<file path="src/rtl/tff_pkg.sv">
// Shared definitions for the tff_bank register bank.
// Holds the mode encodings and the 2-bit mode type used by the bank
// and by its single-bit next-state cell.
package tff_pkg;

  typedef logic [1:0] mode_t;

  localparam mode_t MODE_T   = 2'b00;
  localparam mode_t MODE_D   = 2'b01;
  localparam mode_t MODE_JK  = 2'b10;
  localparam mode_t MODE_CNT = 2'b11;

endpackage

</file>
<file path="src/rtl/tff_cell.sv">
// Single-bit next-state function for one channel of tff_bank.
// Purely combinational; the bank owns all registers.
// Ports:
//   mode      - register type selected for this edge
//   q         - current registered state of this channel
//   t, d      - toggle request / load data
//   j, k      - JK inputs
//   carry_in  - high when every lower channel is 1 (bit 0 is fed 1)
//   q_n       - next state of this channel
//   carry_out - carry_in & q, feeds the next channel up
module tff_cell
  import tff_pkg::*;
(
  input  mode_t mode,
  input  logic  q,
  input  logic  t,
  input  logic  d,
  input  logic  j,
  input  logic  k,
  input  logic  carry_in,
  output logic  q_n,
  output logic  carry_out
);

  always_comb begin
    q_n = q;
    case (mode)
      MODE_T:   q_n = q ^ t;
      MODE_D:   q_n = d;
      MODE_JK: begin
        case ({j, k})
          2'b00:   q_n = q;
          2'b01:   q_n = 1'b0;
          2'b10:   q_n = 1'b1;
          default: q_n = ~q;
        endcase
      end
      // Counting is a toggle enabled by all lower bits being set.
      default:  q_n = q ^ carry_in;
    endcase
  end

  assign carry_out = carry_in & q;

endmodule

</file>
<file path="src/rtl/tff_bank.sv">
// Bank of WIDTH flip-flop channels sharing one enable and one mode.
// Each enabled edge the bank acts as T, D, JK or a binary counter,
// reports the bits that changed, counts (saturating) the edges on
// which anything changed, and flags the all-ones to zero wrap in
// counter mode.
// Ports:
//   clk, rst  - rising-edge clock, synchronous active-high reset
//   en        - global enable; low holds q/qbar/tog_cnt
//   mode      - 00=T, 01=D, 10=JK, 11=CNT
//   t,d,j,k   - per-bit inputs for the respective modes
//   q, qbar   - registered state and its complement
//   tog_mask  - bits of q that changed on the last edge
//   tog_cnt   - saturating count of edges on which q changed
//   cnt_wrap  - one-cycle pulse after an all-ones to zero count
module tff_bank
  import tff_pkg::*;
#(
  parameter int               WIDTH     = 8,
  parameter int               CNT_W     = 16,
  parameter logic [WIDTH-1:0] RESET_VAL = {WIDTH{1'b0}}
) (
  input  logic             clk,
  input  logic             rst,
  input  logic             en,
  input  logic [1:0]       mode,
  input  logic [WIDTH-1:0] t,
  input  logic [WIDTH-1:0] d,
  input  logic [WIDTH-1:0] j,
  input  logic [WIDTH-1:0] k,
  output logic [WIDTH-1:0] q,
  output logic [WIDTH-1:0] qbar,
  output logic [WIDTH-1:0] tog_mask,
  output logic [CNT_W-1:0] tog_cnt,
  output logic             cnt_wrap
);

  localparam logic [CNT_W-1:0] CNT_MAX = {CNT_W{1'b1}};

  mode_t            mode_s;
  logic [WIDTH-1:0] q_n;
  logic [WIDTH:0]   carry;

  logic [WIDTH-1:0] q_q, q_d;
  logic [WIDTH-1:0] qbar_q, qbar_d;
  logic [WIDTH-1:0] tog_mask_q, tog_mask_d;
  logic [CNT_W-1:0] tog_cnt_q, tog_cnt_d;
  logic             cnt_wrap_q, cnt_wrap_d;

  assign mode_s   = mode_t'(mode);
  assign carry[0] = 1'b1;

  for (genvar i = 0; i < WIDTH; i++) begin : g_cell
    tff_cell u_cell (
      .mode      (mode_s),
      .q         (q_q[i]),
      .t         (t[i]),
      .d         (d[i]),
      .j         (j[i]),
      .k         (k[i]),
      .carry_in  (carry[i]),
      .q_n       (q_n[i]),
      .carry_out (carry[i+1])
    );
  end

  always_comb begin
    q_d        = q_q;
    qbar_d     = qbar_q;
    tog_mask_d = '0;
    tog_cnt_d  = tog_cnt_q;
    cnt_wrap_d = 1'b0;
    if (rst) begin
      q_d       = RESET_VAL;
      qbar_d    = ~RESET_VAL;
      tog_cnt_d = '0;
    end else if (en) begin
      q_d        = q_n;
      qbar_d     = ~q_n;
      tog_mask_d = q_q ^ q_n;
      if ((q_n != q_q) && (tog_cnt_q != CNT_MAX)) begin
        tog_cnt_d = tog_cnt_q + 1'b1;
      end
      // The top carry is &q, i.e. the counter is about to roll over.
      cnt_wrap_d = (mode_s == MODE_CNT) && carry[WIDTH];
    end
  end

  always_ff @(posedge clk) begin
    q_q        <= q_d;
    qbar_q     <= qbar_d;
    tog_mask_q <= tog_mask_d;
    tog_cnt_q  <= tog_cnt_d;
    cnt_wrap_q <= cnt_wrap_d;
  end

  assign q        = q_q;
  assign qbar     = qbar_q;
  assign tog_mask = tog_mask_q;
  assign tog_cnt  = tog_cnt_q;
  assign cnt_wrap = cnt_wrap_q;

endmodule

</file>
<file path="config.mk">
export PLATFORM = sky130hd
export DESIGN_NAME = tff_bank
export DESIGN_NICKNAME = d
export VERILOG_FILES = /design/src/rtl/tff_pkg.sv /design/src/rtl/tff_cell.sv /design/src/rtl/tff_bank.sv
export SDC_FILE = /design/constraint.sdc
export NUM_CORES = 1
export LEC_CHECK = 0
export ABC_AREA = 1
export CAP_MARGIN = 20
export CORE_ASPECT_RATIO = 0.5
export CORE_MARGIN = 1
export CORE_UTILIZATION = 48
export CTS_CLUSTER_SIZE = 24
export DETAILED_ROUTE_END_ITERATION = 10
export GPL_TIMING_DRIVEN = 0
export PLACE_DENSITY = 0.83
export SYNTH_ARGS = -nofsm -noshare
export SYNTH_HDL_FRONTEND = slang
export SYNTH_SLANG_ARGS = --single-unit
</file>
<file path="constraint.sdc">
create_clock -name clk -period 3.17 [get_ports clk]
set_input_delay 0.634 -clock clk [delete_from_list [all_inputs] [get_ports clk]]
set_output_delay 0.634 -clock clk [all_outputs]
set_load 0.02 [all_outputs]
</file>
==> results.cfg <==
[timing]
worstMarginPinSlew_ns = 0.503
max_slew_margin_pct = 66.2
hold_viol = 0
setup_violations = 0
final.period_utilization_pct = 92.1
fmax_mhz = 342
grt_setup_unrepaired = no
finalCriticalPeriod_ns = 2.92
drv_slew = 0
holdWs_ns = 0.473
fin_skew_ns = 0.00611

[synth]
syn_inst = 404
synthArstFlopShare_pct = 0
yosysTopAreaCellShare_pct = 31.2
synth-warning-count = 0
synth.cell_area_sq_um = 2630
yosysSeqAreaShare_pct = 31.2
postSynthAreaPerCell_sq_um = 6.52
ys_seq_elements = 41
yosysUniqueCellTypes = 29
synth-main-ff-cell = dfxtp_1
syn_nets = 446
yosysTopAreaCell = dfxtp_1
synth_edf_count = 0
synth_area_leaders = dfxtp_1 31%, nand2_1 17%, nand3_1 6.5%

[worst_setup_path]
critical_path_class = primary input to flip-flop
cp.required_ns = 3.35
slowest_stage = clkdlybuf4s50_1
critPathMaxStageDelay_ns = 0.46
r2r-end = tog_cnt[2]$_SDFFE_PP0P_
worstSetupStartpointType = primary input
crit_fanout = 10
rrSetupSlack_ns = 0.93
arrival_ns = 3.10
cpMostUsedCell = nand2_1
worst_setup_path_end_kind = flip-flop
path_cells = clkdlybuf4s50_1, inv_1, ha_1, nand2_1, o21ai_1, nand2_1, nand2_1, nand2_1, nor2_2, nand3_2, nor2_4, nand3_4, buf_8, nand3_1, nand2_1, nand2_1, nor2_1
reg2reg_from = q[0]$_SDFFE_PP0P_
reg2reg_depth = 17

[cells_and_area]
drive_above_1_share_pct = 15.2
final_common_cell = nand2_1
fin_util_pct = 70.3
diodes = 0
nets = 528
layout_common_cells = 119 x nand2_1, 77 x clkdlybuf4s50_1, 41 x dfxtp_1
num-fill-cells = 479
area_growth_pct = 35.8

[power_and_ir_drop]
p_leak_nw = 1.54
ir_worst_vdd_uv = 228
sw_frac_of_total_pct = 32.9
seq_power_share_pct = 44.2
clkPwrFrac_pct = 28.0
p_sw_mw = 0.421
intPower_mw = 0.859
p_comb_share_pct = 27.8
pwr_density_cell_nw_per_um2 = 358

[die]
die_h_microns = 54.4
core-area_sq_um = 5090
die-area_sq_um = 5810
num_io_pins = 78
start_util_pct = 51.7
die_x_microns = 107
rows = 18

[route]
wl_per_cell_microns = 12.3
via_per_inst = 5.02
drc = 0
drt_iter0_markers = 115
wl_microns = 6840
first_pass_iters = 5
ant_nets = 0
via_count = 2797

[clock_network]
h-tree-depth = 2
cts_tree = built
clk_latency_ns = 0.30
post_cts_buffers = 0
cts.sinks = 41
cts_root_buf = clkbuf_8
cts_buffer_depth = 2
cts_made_buffers = 5
clk_pin_slew_worst_paths_ns = 0.08

[grt]
grt_first_pass_wirelength_microns = 10900
grt_max_degree = 15
track_usage_pct = 24.1
grt_pass1_vias = 2383
grt-ovfl-total = 0
grt_antenna_before_repair = 0

[run_status]
outcome = complete, no violations

[worst_hold_path]
hold_class = flip-flop to flip-flop
holdPathStages = 2
holdCritStartpoint = qbar[2]$_SDFFE_PP1P_
holdPathEnd = qbar[2]$_SDFFE_PP1P_

[flow_run]
max_cap_violations = 0

[placed_design]
io_buffers = 77
dp_hpwl_microns = 5120
place.gp.congestion = 0.880
## what timing repair did
item                       CTS  global route
setup endpoints to repair    0            12
resized for setup            0             1
hold buffers                 0             0
hold endpoints to repair     0             0
## synthesized netlist by cell type, types with 4 or more instances
cell      count
dfxtp_1      41
o21ai_0       4
nor2_1       33
buf_4         8
clkbuf_1      6
buf_2         5
a21oi_1      25
inv_2        11
nand3_2      17
ha_1          5
nand3_1      34
inv_1        38
nor3_1        7
nand2_1     119
o211ai_1      7
nor2_2        8
o21ai_1       4
nand2_2       7
nand4_1      11
## worst max-delay path by stage
stage	to	cells after the start	startpoint	slack [ns]
2_1_floorplan	tog_cnt[2]$_SDFFE_PP0P_	20	mode[0]	0.78
3_3_place_gp	tog_cnt[2]$_SDFFE_PP0P_	21	mode[0]	-0.11
3_5_place_dp	tog_cnt[2]$_SDFFE_PP0P_	18	mode[0]	-0.16
4_1_cts	tog_cnt[2]$_SDFFE_PP0P_	18	mode[0]	0.14
5_1_grt	tog_cnt[2]$_SDFFE_PP0P_	17	mode[0]	0.01
6_report	tog_cnt[2]$_SDFFE_PP0P_	17	mode[0]	0.25
## layout make-up
cell class,instances,area (sq um),area share [%]
clock buffers,5,68.8,1.92
clock inverters,3,21.3,0.595
inverters,49,184,5.14
plain buffers,22,153,4.27
flip-flops and latches,41,821,22.9
repair buffers,77,771,21.5
multi-input cells,290,1470,41.1
well taps,70,87.6,2.45
## state kept, by name (all words and copies together) (netlist names)
signal	count
q	8
tog_mask	8
tog_cnt	16
qbar	8
cnt_wrap	1
## power groups by stage
stage	Clock [mW]	Combinational, mW	Sequential [mW]
final	0.359	0.356	0.566
after detailed placement	0	0.353	0.578
after global routing	0.390	0.390	0.570
after floorplan	0	0.189	0.597
after global placement	0	0.347	0.577
after CTS	0.364	0.355	0.566
## per-stage QoR
stage          setup TNS [ns]  cell area [sq um]  total power, mW  instances  worst slack (ns)
3_3_place_gp           -0.775               3490            0.924        551            -0.109
5_1_grt                     0               3580             1.35        557            0.0148
6_report                    0               3580             1.28        557             0.250
4_1_cts                     0               3580             1.29        559             0.139
2_1_floorplan               0               2630            0.787        404             0.785
3_5_place_dp            -1.40               3490            0.931        551            -0.165
## kinds of logic after synthesis
kind of cell / Yosys count / share of synthesized area [%]
AND/OR/NAND/NOR: 244 / 44.8
AO/OA/AOI/OAI: 41 / 8.60
flip-flops: 41 / 31.2
adder cells (fa/ha/maj): 5 / 2.38
buffers and inverters: 73 / 13.1
## worst max-delay path, delay by kind of cell
| family | cells | cell delay (ns) |
|---|---|---|
| compound gates | 1 | 0.20 |
| fa+ha+maj | 1 | 0.39 |
| buf+inv | 3 | 0.76 |
| simple gates | 12 | 1.11 |
## routing by layer
metal  GRT usage, %  vias to the layer above  wire length, microns
met5              0                        -                     0
met4           5.02                        0                    48
met3           4.52                        6                   519
met2           42.3                       83                  3100
met1           31.8                     1253                  3180
li1               -                     1455                     -
Power figures use the tool's default switching activity.
